<file path="src/rtl/cache_mem_arbiter.sv">
// Shared memory-port arbiter for the I-cache and D-cache fill engines: issues the
// eight word reads of each line fill, forwards write-through stores, and routes returning words.
module cache_mem_arbiter #(
    parameter int MEM_LATENCY    = 4,
    parameter int WORDS_PER_LINE = 8
) (
    input  logic        clk,
    input  logic        rst,
    input  logic        icache_miss,
    input  logic [15:0] icache_addr,
    input  logic        dcache_miss,
    input  logic [15:0] dcache_addr,
    input  logic        dcache_wr_req,
    input  logic [15:0] dcache_wr_addr,
    input  logic [15:0] dcache_wr_data,
    output logic        mem_en,
    output logic        mem_wr,
    output logic [15:0] mem_addr,
    output logic [15:0] mem_wdata,
    input  logic [15:0] mem_data,
    input  logic        mem_data_valid,
    output logic        icache_busy,
    output logic        dcache_busy,
    output logic        icache_fill_valid,
    output logic        dcache_fill_valid,
    output logic [2:0]  icache_fill_word,
    output logic [2:0]  dcache_fill_word,
    output logic [15:0] fill_data,
    output logic        icache_fill_done,
    output logic        dcache_fill_done,
    output logic        wr_ack
);

    typedef enum logic [1:0] {IDLE, ISSUE, DRAIN} state_t;
    typedef enum logic {OWN_I, OWN_D} owner_t;

    localparam logic [2:0] LAST_IDX = 3'(WORDS_PER_LINE - 1);

    state_t           state;
    owner_t           owner;
    owner_t           last_owner;
    owner_t           grant;
    logic [11:0]      line;
    logic [2:0]       ic;
    logic [MEM_LATENCY-1:0] dl_valid;
    logic [2:0]       dl_idx [MEM_LATENCY];
    logic             tail_valid;
    logic [2:0]       tail_idx;
    logic             store_go;
    logic             ret_valid;
    logic             unused_addr_bits;

    assign tail_valid       = dl_valid[MEM_LATENCY-1];
    assign tail_idx         = dl_idx[MEM_LATENCY-1];
    assign store_go         = ~rst & (state == IDLE) & dcache_wr_req;
    assign ret_valid        = ~rst & mem_data_valid & tail_valid;
    assign unused_addr_bits = ^{icache_addr[3:0], dcache_addr[3:0]};

    // On a miss tie the side that was not served last wins.
    always_comb begin
        grant = OWN_I;
        if (icache_miss && dcache_miss)
            grant = (last_owner == OWN_I) ? OWN_D : OWN_I;
        else if (dcache_miss)
            grant = OWN_D;
    end

    always_ff @(posedge clk) begin
        if (rst) begin
            state      <= IDLE;
            owner      <= OWN_I;
            last_owner <= OWN_I;
            line       <= '0;
            ic         <= '0;
            dl_valid   <= '0;
        end else begin
            // NOTE: non-blocking assignments let every stage shift from its pre-edge value.
            dl_valid[0] <= (state == ISSUE);
            for (int s = 1; s < MEM_LATENCY; s++)
                dl_valid[s] <= dl_valid[s-1];

            case (state)
                IDLE: begin
                    if (!dcache_wr_req && (icache_miss || dcache_miss)) begin
                        owner <= grant;
                        line  <= (grant == OWN_D) ? dcache_addr[15:4] : icache_addr[15:4];
                        ic    <= '0;
                        state <= ISSUE;
                    end
                end
                ISSUE: begin
                    ic <= ic + 3'd1;
                    if (ic == LAST_IDX) begin
                        state      <= DRAIN;
                        last_owner <= owner;
                    end
                end
                DRAIN: begin
                    if (tail_valid && tail_idx == LAST_IDX)
                        state <= IDLE;
                end
                default: state <= IDLE;
            endcase
        end
    end

    // NOTE: index stages carry no reset; they are only observed when the matching valid bit is set.
    always_ff @(posedge clk) begin
        dl_idx[0] <= ic;
        for (int s = 1; s < MEM_LATENCY; s++)
            dl_idx[s] <= dl_idx[s-1];
    end

    always_comb begin
        // NOTE: every output gets a default first so no path can infer a latch.
        mem_en    = 1'b0;
        mem_wr    = 1'b0;
        mem_addr  = '0;
        mem_wdata = '0;
        wr_ack    = 1'b0;
        if (store_go) begin
            mem_en    = 1'b1;
            mem_wr    = 1'b1;
            mem_addr  = dcache_wr_addr;
            mem_wdata = dcache_wr_data;
            wr_ack    = 1'b1;
        end else if (!rst && state == ISSUE) begin
            mem_en   = 1'b1;
            mem_addr = {line, ic, 1'b0};
        end
    end

    assign icache_fill_valid = ret_valid & (owner == OWN_I);
    assign dcache_fill_valid = ret_valid & (owner == OWN_D);
    assign icache_fill_word  = icache_fill_valid ? tail_idx : 3'd0;
    assign dcache_fill_word  = dcache_fill_valid ? tail_idx : 3'd0;
    assign icache_fill_done  = icache_fill_valid & (tail_idx == LAST_IDX);
    assign dcache_fill_done  = dcache_fill_valid & (tail_idx == LAST_IDX);
    assign fill_data         = mem_data;

    assign icache_busy = ~rst & (icache_miss | ((state != IDLE) & (owner == OWN_I)));
    assign dcache_busy = ~rst & (dcache_miss | ((state != IDLE) & (owner == OWN_D))
                                 | (dcache_wr_req & ~wr_ack));

endmodule

</file>
<file path="config.mk">
export PLATFORM = sky130hd
export DESIGN_NAME = cache_mem_arbiter
export DESIGN_NICKNAME = d
export VERILOG_FILES = /design/src/rtl/cache_mem_arbiter.sv
export SDC_FILE = /design/constraint.sdc
export NUM_CORES = 1
export LEC_CHECK = 0
export CORE_MARGIN = 1.5
export CORE_UTILIZATION = 35
export CTS_CLUSTER_DIAMETER = 30
export CTS_CLUSTER_SIZE = 30
export DETAILED_ROUTE_END_ITERATION = 10
export GPL_ROUTABILITY_DRIVEN = 0
export PLACE_DENSITY = 0.94
export SLEW_MARGIN = 20
export SYNTH_ARGS = -nofsm -noshare
export SYNTH_HDL_FRONTEND = slang
export SYNTH_SLANG_ARGS = --single-unit
</file>
<file path="constraint.sdc">
create_clock -name clk -period 3.15 [get_ports clk]
set_input_delay 0.315 -clock clk [delete_from_list [all_inputs] [get_ports clk]]
set_output_delay 0.315 -clock clk [all_outputs]
set_load 0.005 [all_outputs]
</file>
Word-level counts from Yosys, hierarchy flattened

Memory sizes are Yosys's and may differ from the RTL's.
Index checks and enable logic that the tools add are counted.

Add/sub/neg operators: 1
Equality and inequality tests: 7
Multiplexer cells: 18
Bitwise logic cells: 19
Reduce and logical (&&, ||, !) cells: 14

Operators with widths:

| operator              | number |
|---|---|
| $mux W16              | 3 |
| $and A1 B1 Y1         | 13 |
| $mux W12              | 1 |
| $mux W3               | 3 |
| $eq A3 B3 Y1 const B  | 2 |
| $mux W1               | 6 |
| $mux W2               | 3 |
| $pmux W2 S3           | 1 |
| $pmux W3 S2           | 1 |
| $reduce_and A2 Y1     | 3 |
| $logic_and A1 B1 Y1   | 4 |
| $ne A2 B1 Y1 const B  | 2 |
| $reduce_bool A2 Y1    | 2 |
| $add A3 B1 Y3 const B | 1 |
| $not A1 Y1            | 3 |
| $or A1 B1 Y1          | 3 |
| $reduce_and A3 Y1     | 1 |
| $eq A2 B1 Y1 const B  | 1 |
| $eq A2 B2 Y1 const B  | 1 |
| $logic_not A1 Y1      | 2 |
| $logic_not A2 Y1      | 1 |
| $ne A2 B2 Y1 const B  | 1 |
| $logic_or A1 B1 Y1    | 1 |

Flip-flop bits (word level): 23
Bits in writable memories: 12
Bits of input ports: 86
Output and inout bits: 63
Logic and storage cells: 66
Memories: 1

Memories:

| memory | words | width | rd ports | clocked after Yosys merged registers in | wr ports | RTL line | text |
|---|---|---|---|---|---|---|---|
| dl_idx | 4     | 3     | 4        | 0                                       | 4        | 46       | `logic [2:0] dl_idx [MEM_LATENCY];` |

Depth between registers and ports, before layout

Gate-level depths: netlist of the first run.

Depth after elaboration: 8
Depth in mapped cells: 5
Depth with buffers taken out: 5

Worst setup path before layout of the first run

Ideal clock, no wire load.

Path kind: register to output
Start point: register state[0]
End point: output port mem_addr[10]
Arrival time: 1,164 ps
Data required time: 2,835 ps
Setup slack: 1,671 ps
Stages on the path, launching flop included: 5
Buffers on the path: 1
Cell sequence: dfxtp_1 -> inv_2 -> nor3_4 -> buf_6 -> a22o_1

Word-level cells in the longest chain between the ends: 4
Elaborated cells on any way between the ends: 7
Classes of those cells: eq/ne: 1; mux: 2; bitwise: 2; reduce/logical: 2

Ends and longest elaborated chain:

| what                                                        | RTL line | text |
|---|---|---|
| start, declared                                             | 39       | `state_t state;` |
| start signal, assigned                                      | 70       | `state <= IDLE;` |
| start signal, assigned                                      | 88       | `state <= ISSUE;` |
| start signal, assigned                                      | 94       | `state <= DRAIN;` |
| $eq A2 B1 Y1 / $logic_not A2 Y1 (equally long branches)     | 127, 55  |  |
| $logic_and A1 B1 Y1 / $and A1 B1 Y1 (equally long branches) | 127, 55  |  |
| $mux W16 / $and A1 B1 Y1 (equally long branches)            | 127, 55  |  |
| $mux W16 *                                                  | 121      | `if (store_go) begin` |
| end, declared                                               | 18       | `output logic [15:0] mem_addr,` |

Mark *: on every way between the ends. The rest lies on a longest branch, timed or not.

Final worst setup path of the first run

Start point: input port rst
End point: output port dcache_fill_done

Word-level cells in the longest chain between the ends: 5

Ends and longest elaborated chain:

| what                        | RTL line | text |
|---|---|---|
| start, declared             | 8        | `input logic rst,` |
| $not A1 Y1                  | 56       | `assign ret_valid = ~rst & mem_data_valid & tail_valid;` |
| $and A1 B1 Y1 (2 in series) | 56       |  |
| $and A1 B1 Y1               | 134      | `assign dcache_fill_valid = ret_valid & (owner == OWN_D);` |
| $and A1 B1 Y1               | 138      | `assign dcache_fill_done = dcache_fill_valid & (tail_idx == LAST_IDX);` |
| end, declared               | 30       | `output logic dcache_fill_done,` |

Every way passes these cells.

==> qor.csv, run 1 <==
metric,value,unit
startpoint_type,primary input,
crit_chain,"clkdlybuf4s50_1, buf_4, nor3b_1, and4_1, clkdlybuf4s50_1",
fin_tns_setup,0,ps
critPathMaxStageDelay,560,ps
final_area,2940,sq um
cts_buffers,5,
area.sequential,701,sq um
antenna_left,0,
reg2reg_depth,3,
grt_pass1_wl,7.45,mm
switchingPower,0.266,mW
dpl_cell_area,2840,sq um
postLayoutCoreUtil,58.2,%
crit_family,buffers and inverters,
p_int,0.813,mW
cts_sinks,35,
wl,5.41,mm
r2r-end,line[2],
cts.clk_slew.worst_paths,70,ps
drt_iter0_markers,23,
cts_resized,0,
cts_tree,built,
critPathCapture,dcache_fill_done,
ir_drop,243,uV
grt_max_degree,22,
power-per-cell-area,367,nW/um^2
fin_crit,2670,ps
rows,26,
via_per_inst,5.00,
maxSlewHeadroom,62.5,%
finalCritPeriodShare,84.8,%
synth_seq_area_share,38.6,%
maxCapViolCount,0,
multi_input_area,858,sq um
p_total,1.08,mW
dp_slack,423,ps
tightest_slew,561,ps
clkPwrFrac,31.4,%
syn2layout_area_growth,61.6,%
cts_hold_buf,0,
ys_warn_count,0,
h-tree-depth,2,
cts_buffer_depth,2,
grt_usage,17.6,%
drt-wirelength-per-cell,15.4,um
drv_slew,0,
remaining_drc_errors,0,
final_hold_viol_count,0,
cp_num_buf_inv,3,
slowest_stage,clkdlybuf4s50_1,
leakage,1.08,nW
crit_cells,5,
crit_top_cell,clkdlybuf4s50_1,
run_status,completed,
die_area,5630,sq um
synthesis.area,1820,sq um
clkLatencyLatePin,280,ps
hold_ws,329,ps
ioPinCount,149,
start_util,36.0,%
arrival,2360,ps
syn_inst,186,
timing.critical_path.to_type,output pin,
rsz0062_at_grt,no,
ff2ff_setup_slack,1350,ps
antenna_cells,0,
core_area,5040,sq um
fmax,374,MHz
dieHeight,75.0,um
fin_skew,7.31,ps
seqPwrFrac,45.4,%
drive_gt1_share,11.8,%
layout_setup_ws,479,ps
comb_power_share,23.2,%
drt_first_pass_iters,4,
final_nets,367,
post_layout_nonfiller_instances,350,
grt_pass1_vias,1603,
avgSynthCellArea,9.77,sq um
ys_seq_elements,35,
crit_required,2830,ps
path_max_fanout,13,
hold_depth,0,
switching_share,24.6,%
port-buffer-count,108,
synth_nets,274,
cts_setup_buffers,0,
rr_startpoint,state[1],
cts-root-buf,clkbuf_8,
crit_start,rst,
synth_cell_types,35,
globalRouteOverflowTotal,0,
dieWidth,75.0,um
vias,1749,
hp-class,reg2reg,
place_inst,342,
path_class,in2out,
setup_viol,0,
fillerInstances,436,
dp_hpwl,4.17,mm
antenna_found_initial,0,
-- state kept, by name, summed over array words and instances (netlist names) --
signal,cells
dl_idx,12
owner,1
ic,3
last_owner,1
line,12
dl_valid,4
state,2
-- cells in the mapped netlist --
cell | n | area, sq um
buf_4 | 18 | 135
mux2_2 | 1 | 11.3
inv_1 | 14 | 52.6
o22ai_2 | 9 | 113
nor3_4 | 1 | 16.3
or2_2 | 1 | 6.26
nand3b_1 | 1 | 7.51
nor2_1 | 1 | 3.75
nand2_1 | 3 | 11.3
nand3_1 | 5 | 25.0
buf_6 | 2 | 22.5
nor2b_1 | 4 | 25.0
dfxtp_1 | 35 | 701
clkbuf_2 | 1 | 5.00
nor4b_4 | 1 | 23.8
o21bai_1 | 3 | 22.5
o221a_1 | 9 | 101
buf_2 | 7 | 35.0
and4_1 | 2 | 17.5
nor3_1 | 3 | 15.0
nor3b_1 | 1 | 7.51
or3_4 | 1 | 11.3
clkbuf_1 | 1 | 3.75
nand4_1 | 1 | 6.26
a22o_1 | 15 | 131
a22oi_1 | 2 | 15.0
a21oi_1 | 8 | 40.0
o22ai_1 | 4 | 25.0
o211ai_1 | 1 | 7.51
a211oi_1 | 1 | 7.51
and2_1 | 23 | 144
o21ai_0 | 1 | 5.00
ha_1 | 2 | 25.0
inv_2 | 1 | 3.75
o221a_2 | 3 | 33.8
-- cell families after synthesis --
logic type	after synthesis	synth area share (%)
simple gates	48	17.6
flops	35	38.6
buf+inv	44	14.2
compound gates	56	27.6
mux	1	0.620
fa+ha+maj	2	1.38
-- power groups by stage --
stage               registers (mW)  logic [mW]  clock network (mW)
floorplan                    0.494       0.126                   0
global placement             0.499       0.244                   0
detailed placement           0.500       0.251                   0
CTS                          0.490       0.252               0.346
global route                 0.493       0.271               0.369
finish                       0.489       0.250               0.339
-- cell usage in the layout (no fill, tap or decap), types with 2 or more instances in the layout --
| cell | netlist | routed |
|---|---|---|
| and4_1 | 2 | 2 |
| clkdlybuf4s50_1 | 0 | 108 |
| a22oi_1 | 2 | 2 |
| o22ai_2 | 9 | 9 |
| clkbuf_8 | 0 | 6 |
| a22o_1 | 15 | 15 |
| nand2_1 | 3 | 3 |
| o221a_1 | 9 | 9 |
| and2_1 | 23 | 23 |
| ha_1 | 2 | 2 |
| a21oi_1 | 8 | 8 |
| o22ai_1 | 4 | 4 |
| nand3_1 | 5 | 5 |
| inv_1 | 14 | 14 |
| o221a_2 | 3 | 3 |
| o21bai_1 | 3 | 3 |
| dfxtp_1 | 35 | 35 |
| nor2b_1 | 4 | 4 |
| nor3_1 | 3 | 3 |
| buf_4 | 18 | 7 |
-- layout make-up --
class	count	area share (%)
Inverter	15	1.92
Clock inverter	2	0.554
Timing Repair Buffer	115	38.6
Clock buffer	6	2.81
Tap cell	70	2.98
Multi-Input combinational cell	107	29.2
Sequential cell	35	23.9
-- worst min-delay path by stage --
stage	slack [ps]	end	startpoint
3_5_place_dp	310	dl_idx[3][0]	dl_idx[2][0]
6_report	330	dl_idx[3][0]	dl_idx[2][0]
3_3_place_gp	310	dl_idx[2][1]	dl_idx[1][1]
2_1_floorplan	310	dl_idx[1][0]	dl_idx[0][0]
4_1_cts	330	dl_idx[3][0]	dl_idx[2][0]
5_1_grt	340	dl_idx[2][2]	dl_idx[1][2]
-- layer usage --
| metal | up-vias | GRT usage, % | part of all wire, % |
|---|---|---|---|
| met5 | - | 0 | 0 |
| met4 | 0 | 3.84 | 0.22 |
| met3 | 2 | 4.69 | 8.3 |
| met2 | 82 | 34.9 | 53 |
| met1 | 821 | 18.2 | 38 |
| li1 | 844 | - | - |
Note: power is estimated with default switching activity, not from simulation.
==> run 2: changes to the inputs <==
--- a/config.mk
+++ b/config.mk
@@ -6,12 +6,12 @@
 export NUM_CORES = 1
 export LEC_CHECK = 0
 export CORE_MARGIN = 1.5
-export CORE_UTILIZATION = 35
+export CORE_UTILIZATION = 33
 export CTS_CLUSTER_DIAMETER = 30
 export CTS_CLUSTER_SIZE = 30
 export DETAILED_ROUTE_END_ITERATION = 10
 export GPL_ROUTABILITY_DRIVEN = 0
-export PLACE_DENSITY = 0.94
+export PLACE_DENSITY = 0.9
 export SLEW_MARGIN = 20
 export SYNTH_ARGS = -nofsm -noshare
 export SYNTH_HDL_FRONTEND = slang
==> constraint.sdc (replaced) <==
create_clock -name clk -period 2.8 [get_ports clk]
set_input_delay 0.28 -clock clk [delete_from_list [all_inputs] [get_ports clk]]
set_output_delay 0.28 -clock clk [all_outputs]
set_load 0.005 [all_outputs]
==> run 2 against run 1 <==
Clock-buffer cell count unchanged; setup slack got worse by 160 ps; combinational power increased by 12%; worst hold slack improved by 0.85 ps; global-route usage decreased by 0.45 points; clock power increased by 16%; total power increased by 13%; utilization decreased by 2.0 points; critical path type unchanged; largest power group unchanged.
==> qor.csv, run 2 (synthesis results as in run 1) <==
metric,value,unit
clkLatencyLatePin,290,ps
grt_max_degree,19,
power-per-cell-area,418,nW/um^2
postLayoutCoreUtil,56.3,%
clkPwrFrac,32.1,%
cts.clk_slew.worst_paths,70,ps
startpoint_type,primary input,
cts_buffers,5,
fmax,403,MHz
cts_resized,0,
cts_tree,built,
port-buffer-count,108,
final_hold_viol_count,0,
cts_sinks,35,
remaining_drc_errors,0,
maxSlewHeadroom,28.6,%
via_per_inst,4.84,
dieWidth,77.2,um
cp_num_buf_inv,2,
dieHeight,77.2,um
dpl_cell_area,2830,sq um
seqPwrFrac,45.0,%
grt_pass1_vias,1600,
path_class,in2out,
start_util,34.9,%
drive_gt1_share,11.5,%
layout_setup_ws,317,ps
wl,5.19,mm
rsz0062_at_grt,no,
leakage,1.08,nW
crit_required,2520,ps
dp_slack,312,ps
rr_startpoint,state[1],
hold_ws,330,ps
top_regs,"dl_idx (12), line (12), dl_valid (4)",
switchingPower,0.309,mW
syn2layout_area_growth,61.2,%
tightest_slew,1070,ps
place_inst,341,
dp_hpwl,3.97,mm
p_total,1.22,mW
critPathMaxStageDelay,640,ps
arrival,2200,ps
hp-class,reg2reg,
final_area,2930,sq um
drt-wirelength-per-cell,14.9,um
finalCritPeriodShare,88.7,%
fin_skew,7.57,ps
fillerInstances,460,
drt_first_pass_iters,4,
crit_family,buffers and inverters,
drv_slew,0,
cts_hold_buf,0,
crit_start,rst,
r2r-end,line[0],
ioPinCount,149,
antenna_cells,0,
antenna_found_initial,0,
maxCapViolCount,0,
core_area,5200,sq um
grt_usage,17.1,%
cts_setup_buffers,0,
fin_crit,2480,ps
crit_top_cell,clkdlybuf4s50_1,
globalRouteOverflowTotal,0,
rows,26,
slowest_stage,clkdlybuf4s50_1,
post_layout_nonfiller_instances,349,
vias,1690,
cts_buffer_depth,2,
path_max_fanout,8,
antenna_left,0,
ff2ff_setup_slack,990,ps
switching_share,25.3,%
grt_pass1_wl,7.94,mm
layout_commonest_cell,clkdlybuf4s50_1,
final_nets,366,
timing.critical_path.to_type,output pin,
critPathCapture,dcache_fill_done,
cts-root-buf,clkbuf_8,
p_int,0.914,mW
comb_power_share,22.9,%
ir_drop,324,uV
run_status,completed,
reg2reg_depth,3,
final_cell_mix,"108 x clkdlybuf4s50_1, 35 x dfxtp_1, 23 x and2_1",
h-tree-depth,2,
crit_chain,"clkdlybuf4s50_1, nor3b_1, and4_1, clkdlybuf4s50_1",
die_area,5960,sq um
fin_tns_setup,0,ps
crit_cells,4,
setup_viol,0,
drt_iter0_markers,49,
[run 2: worst min path at each step]
stage / startpoint / endpoint / slack (ps) / depth (start not counted)
CTS: dl_idx[0][1] / dl_idx[1][1] / 330 / 0
floorplan: dl_idx[0][0] / dl_idx[1][0] / 310 / 0
finish: dl_idx[2][0] / dl_idx[3][0] / 330 / 0
global placement: dl_idx[2][0] / dl_idx[3][0] / 310 / 0
detailed placement: dl_idx[0][1] / dl_idx[1][1] / 310 / 0
global route: dl_idx[2][2] / dl_idx[3][2] / 340 / 0
[run 2: worst register-to-register path: stages (launching register included)]
cell and delay, ps:
dfxtp_1 480, nor3_1 310, nand3_1 460, o221a_2 460
[run 2: area by class of cell]
class | instances | area (sq um) | share of cell area (%)
Clock buffer | 6 | 82.6 | 2.82
Clock inverter | 2 | 16.3 | 0.556
Inverter | 15 | 56.3 | 1.92
Multi-Input combinational cell | 107 | 858 | 29.3
Sequential cell | 35 | 701 | 23.9
Tap cell | 70 | 87.6 | 2.99
Timing Repair Buffer | 114 | 1130 | 38.5
[run 2: per-layer routing]
layer	up-vias	track usage, %	routed length [um]	part of all wire (%)
li1	840	-	-	-
met3	11	5.48	373	7.2
met4	0	4.55	61	1.2
met5	-	0	0	0
met1	766	19.2	2090	40
met2	73	30.9	2670	51
[run 2: power by group through the flow]
stage	Sequential (mW)	Clock, mW	Combinational, mW
after CTS	0.551	0.397	0.282
after detailed placement	0.563	0	0.280
after global routing	0.556	0.424	0.302
after floorplan	0.555	0	0.142
after global placement	0.561	0	0.274
final	0.551	0.392	0.280
==> run 3: changes to the inputs <==
--- a/config.mk
+++ b/config.mk
@@ -7,7 +7,6 @@
 export LEC_CHECK = 0
 export CORE_MARGIN = 1.5
 export CORE_UTILIZATION = 33
-export CTS_CLUSTER_DIAMETER = 30
 export CTS_CLUSTER_SIZE = 30
 export DETAILED_ROUTE_END_ITERATION = 10
 export GPL_ROUTABILITY_DRIVEN = 0
==> results of run 3 <==
No change in the layout: final DEF, timing and power equal those of run 2.
